### config.mk
export PLATFORM = sky130hd
export DESIGN_NAME = chan_mux_reg
export DESIGN_NICKNAME = d
export VERILOG_FILES = /design/src/rtl/chan_mux_reg.sv
export SDC_FILE = /design/constraint.sdc
export NUM_CORES = 1
export LEC_CHECK = 0
export ABC_AREA = 1
export CAP_MARGIN = 0
export CORE_MARGIN = 3
export CORE_UTILIZATION = 40
export CTS_CLUSTER_SIZE = 10
export DETAILED_ROUTE_END_ITERATION = 12
export PLACE_DENSITY = 0.82
export REMOVE_ABC_BUFFERS = 1
export SYNTH_ARGS = -nofsm -noshare
export SYNTH_HDL_FRONTEND = slang
export SYNTH_SLANG_ARGS = --single-unit
### constraint.sdc
create_clock -name clk -period 2.68 [get_ports clk]
set_input_delay 0.402 -clock clk [delete_from_list [all_inputs] [get_ports clk]]
set_output_delay 0.402 -clock clk [all_outputs]
set_load 0.02 [all_outputs]
### src/rtl/chan_mux_reg.sv
// chan_mux_reg: registered N-channel selector, fixed or round-robin pick, valid/ready output
module chan_mux_reg #(
  parameter int WIDTH    = 8,
  parameter int CHANNELS = 4,
  parameter int SEL_W    = $clog2(CHANNELS)
) (
  input  logic                      clk,
  input  logic                      rst_n,
  input  logic [CHANNELS*WIDTH-1:0] in_data,
  input  logic [CHANNELS-1:0]       in_valid,
  output logic [CHANNELS-1:0]       in_ready,
  input  logic                      mode,
  input  logic [SEL_W-1:0]          sel,
  output logic [WIDTH-1:0]          out_data,
  output logic [SEL_W-1:0]          out_ch,
  output logic                      out_valid,
  input  logic                      out_ready,
  output logic                      sel_err
);
  localparam int NP = 2 ** SEL_W;
  localparam logic [SEL_W:0] NCH = (SEL_W + 1)'(CHANNELS);
  logic [NP-1:0] v_pad;
  logic [NP*WIDTH-1:0] d_pad;
  logic [WIDTH-1:0] data_q, data_d;
  logic [SEL_W-1:0] ch_q, ch_d, ptr_q, ptr_d, rr_win, cand;
  logic valid_q, valid_d, err_q, err_d;
  logic [SEL_W:0] idx;
  logic rr_hit, sel_ok, cand_ok, load_en, cap;
  // Pad to a power of two so any select value indexes safely
  assign v_pad = NP'(in_valid);
  assign d_pad = (NP * WIDTH)'(in_data);
  // Scan from the far end so the last hit is the one nearest ptr
  always_comb begin
    rr_hit = 1'b0;
    rr_win = '0;
    idx    = '0;
    for (int i = CHANNELS - 1; i >= 0; i--) begin
      idx = {1'b0, ptr_q} + (SEL_W + 1)'(i);
      idx = idx >= NCH ? idx - NCH : idx;
      if (v_pad[idx[SEL_W-1:0]]) begin
        rr_hit = 1'b1;
        rr_win = idx[SEL_W-1:0];
      end
    end
  end
  assign sel_ok   = {1'b0, sel} < NCH;
  assign cand     = mode ? rr_win : sel;
  assign cand_ok  = mode ? rr_hit : sel_ok;
  assign load_en  = !valid_q || out_ready;
  assign in_ready = rst_n && load_en && cand_ok ? CHANNELS'(1) << cand : '0;
  assign cap      = rst_n && load_en && cand_ok && v_pad[cand];
  always_comb begin
    valid_d = cap || (valid_q && !out_ready);
    data_d  = cap ? d_pad[cand*WIDTH +: WIDTH] : data_q;
    ch_d    = cap ? cand : ch_q;
    ptr_d   = cap && mode ? ({1'b0, rr_win} == NCH - 1'b1 ? '0 : rr_win + 1'b1) : ptr_q;
    err_d   = !mode && !sel_ok;
  end
  always_ff @(posedge clk) begin
    if (!rst_n) begin
      valid_q <= 1'b0;
      data_q  <= '0;
      ch_q    <= '0;
      ptr_q   <= '0;
      err_q   <= 1'b0;
    end else begin
      valid_q <= valid_d;
      data_q  <= data_d;
      ch_q    <= ch_d;
      ptr_q   <= ptr_d;
      err_q   <= err_d;
    end
  end
  assign out_data  = data_q;
  assign out_ch    = ch_q;
  assign out_valid = valid_q;
  assign sel_err   = err_q;
endmodule
==> impl_metrics.env <==
export IMPL_worstPathMaxFanout=4
export IMPL_routabilityCongestion=0.8307
export IMPL_yosysMostFrequentCell="nand2_1"
export IMPL_hold_class="register to register"
export IMPL_drtAntennaViolNets=0
export IMPL_rrSetupSlack_ns=0.46
export IMPL_fin_ws_ns=0.2148
export IMPL_min_to="out_data[3]$_SDFFE_PN0P_"
export IMPL_clk_pin_slew_ns=0.08
export IMPL_min_from="out_data[3]$_SDFFE_PN0P_"
export IMPL_synthTopCellsByArea="nand2_1 (27%), dfxtp_1 (21%), nor2_1 (9.6%), nand3_1 (8.2%), nand2_2 (5.7%)"
export IMPL_p_per_area_nw_per_um2=428.9
export IMPL_fp_row_count=19
export IMPL_async_flop_share_pct=0
export IMPL_htree_levels=1
export IMPL_netlist_top_cells_count="nand2_1 (87), nor2_1 (31), nand3_1 (20)"
export IMPL_cts_root_buffer="clkbuf_4"
export IMPL_syn_area_per_cell_um2=5.662
export IMPL_cts_tree="built"
export IMPL_drc_errors=0
export IMPL_synth_cell_types=24
export IMPL_synth_seq_cells=13
export IMPL_netlist_area_leader_share_pct=26.82
export IMPL_fillers=269
export IMPL_clkSinkCount=13
export IMPL_ys_flop_type="dfxtp_1"
export IMPL_regToRegEndpoint="out_ch[1]$_SDFFE_PN0P_"
export IMPL_portBuffers=56
export IMPL_wl_mm=3.243
export IMPL_drv_slew=0
export IMPL_fmax_ghz=0.4056
export IMPL_grt_use_total_pct=18.44
export IMPL_synthesis_area_um2=1217
export IMPL_synth_edf_count=0
export IMPL_yosysTopAreaCell="nand2_1"
export IMPL_start_util_pct=43.03
export IMPL_setup_violations_final=0
export IMPL_grt_ovfl_total=0
export IMPL_cts_buffer_depth=2
export IMPL_drt_iter0_drc=65
export IMPL_antenna_cells=0
export IMPL_start_kind="input port"
export IMPL_path_class="input port to primary output"
export IMPL_top_usage_layer="met2"
export IMPL_arrival_ns=2.06
export IMPL_hold_violations=0
export IMPL_met1_usage_pct=23.07
export IMPL_wl_per_cell_um=10.30
export IMPL_finalCriticalPeriod_ns=2.465
export IMPL_via_per_inst=4.708
export IMPL_dp_slack_ns=-0.2269
export IMPL_die_w_um=61.17
export IMPL_r2r_start="ptr_q[0]$_SDFFE_PN0P_"
export IMPL_cts_setup_buffers=0
export IMPL_use_met2_pct=33.08
export IMPL_cp_end_kind="primary output"
export IMPL_die_area_um2=3742
export IMPL_io_pins=58
export IMPL_finalSetupTns_ns=0
export IMPL_drv_cap=0
export IMPL_insertion_delay_ns=0.27
export IMPL_worst_r2r_path_depth=18
export IMPL_grt_first_pass_wirelength_mm=5.382
export IMPL_vias=1483
export IMPL_first_pass_iters=7
export IMPL_fin_crit_sh_pct=91.99
export IMPL_skew_ns=0.001701
export IMPL_layout_drive_gt1_share_pct=18.31
export IMPL_holdWs_ns=0.4842
export IMPL_critPathRequiredTime_ns=2.28
export IMPL_num_nets_final=328
export IMPL_rsz0062_at_grt="false"
export IMPL_syn_inst=215
export IMPL_grt_max_degree=13
export IMPL_status="finished, final reports clean"
export IMPL_min_path_cells=2
export IMPL_antenna_found_initial=0
export IMPL_grt_use_met3_pct=2.306
export IMPL_p_leak_nw=0.9538
export IMPL_synth_warnings=0
export IMPL_core_um2=2829
export IMPL_area_delta_synth_final_pct=56.22
export IMPL_die_y_um=61.17
export IMPL_grt_pass1_vias=1334
export IMPL_ir_worst_vdd_mv=0.1974
export IMPL_numCtsBuffers=3
export IMPL_dp_hpwl_mm=2.744
export IMPL_yosysSeqAreaShare_pct=21.38
per-stage QoR:
stage | power [mW] | std cells | utilization, % | area [µm²]
5_1_grt | 0.8838 | 315 | 67.23 | 1902
4_1_cts | 0.8229 | 315 | 67.71 | 1916
3_3_place_gp | 0.7005 | 311 | 66.96 | 1894
2_1_floorplan | 0.5003 | 209 | - | 1170
3_5_place_dp | 0.7050 | 311 | 66.96 | 1894
6_report | 0.8158 | 315 | 67.23 | 1902
logic make-up (layout without fill, tap and decap cells):
| group | after synthesis | after routing | synth area share [%] |
|---|---|---|---|
| adders and majority gates | 1 | 1 | 1.028 |
| other | 1 | 1 | 0.3080 |
| buffers and inverters | 25 | 94 | 9.763 |
| DFF | 13 | 13 | 21.38 |
| AOI/OAI and AO/OA | 5 | 5 | 4.728 |
| and+or+nand+nor | 170 | 170 | 62.80 |
state kept, by name (all words and copies together) (netlist names):
register   cells
out_ch         2
out_data       8
out_valid      1
ptr_q          2
layout make-up:
cell class,count,area (µm²),area share (%)
Timing Repair Buffer,71,665.6,35.00
Inverter,19,71.32,3.750
Tap cell,31,38.79,2.039
Clock buffer,4,26.28,1.382
Multi-Input combinational cell,177,838.3,44.08
Sequential cell,13,261.5,13.75
timing repair:
action,4_1_cts,5_1_grt
cloned,0,0
pin swaps,0,0
resized for setup,4,14
hold buffers,0,0
setup endpoints to repair,4,4
critical path: stages:
cell and delay [ns]:
clkdlybuf4s50_1 0.45, or2_2 0.31, nand2_1 0.09, nand2_1 0.07
nand3_1 0.11, nand3_2 0.11, nand2_4 0.09, inv_1 0.07
nor3_1 0.16, clkbuf_2 0.19
power breakdown:
group	switching, mW	internal [mW]	total, mW
clock	0.0649	0.0577	0.123
combinational	0.247	0.215	0.462
sequential	0.0146	0.216	0.231
cells in the final DEF, fill, tap and decap left out, drive strengths merged, types with 5 or more instances in the layout:
cell type	n
nand4	5
clkbuf	7
inv	19
nand3	21
nor2	34
nand2	102
dfxtp	13
clkdlybuf4s50	52
buf	16
layer usage:
metal | part of all wire [%] | up-vias | wire length [µm]
met5 | 0 | - | 0
met4 | 0.65 | 0 | 21
met3 | 6.2 | 2 | 200
met2 | 51 | 45 | 1646
met1 | 42 | 630 | 1375
li1 | - | 806 | -
how the worst max path moves through the flow:
| stage | start | end | slack (ns) | cells after the start |
|---|---|---|---|---|
| 6_report | in_valid[2] | in_ready[0] | 0.21 | 10 |
| 5_1_grt | in_valid[3] | in_ready[3] | 0.01 | 11 |
| 4_1_cts | in_valid[2] | in_ready[2] | 0.06 | 10 |
| 3_5_place_dp | in_valid[2] | in_ready[0] | -0.23 | 10 |
| 3_3_place_gp | in_valid[2] | in_ready[2] | -0.19 | 10 |
| 2_1_floorplan | ptr_q[0]$_SDFFE_PN0P_ | in_ready[0] | 0.34 | 12 |
(Power assumes the default switching activity.)
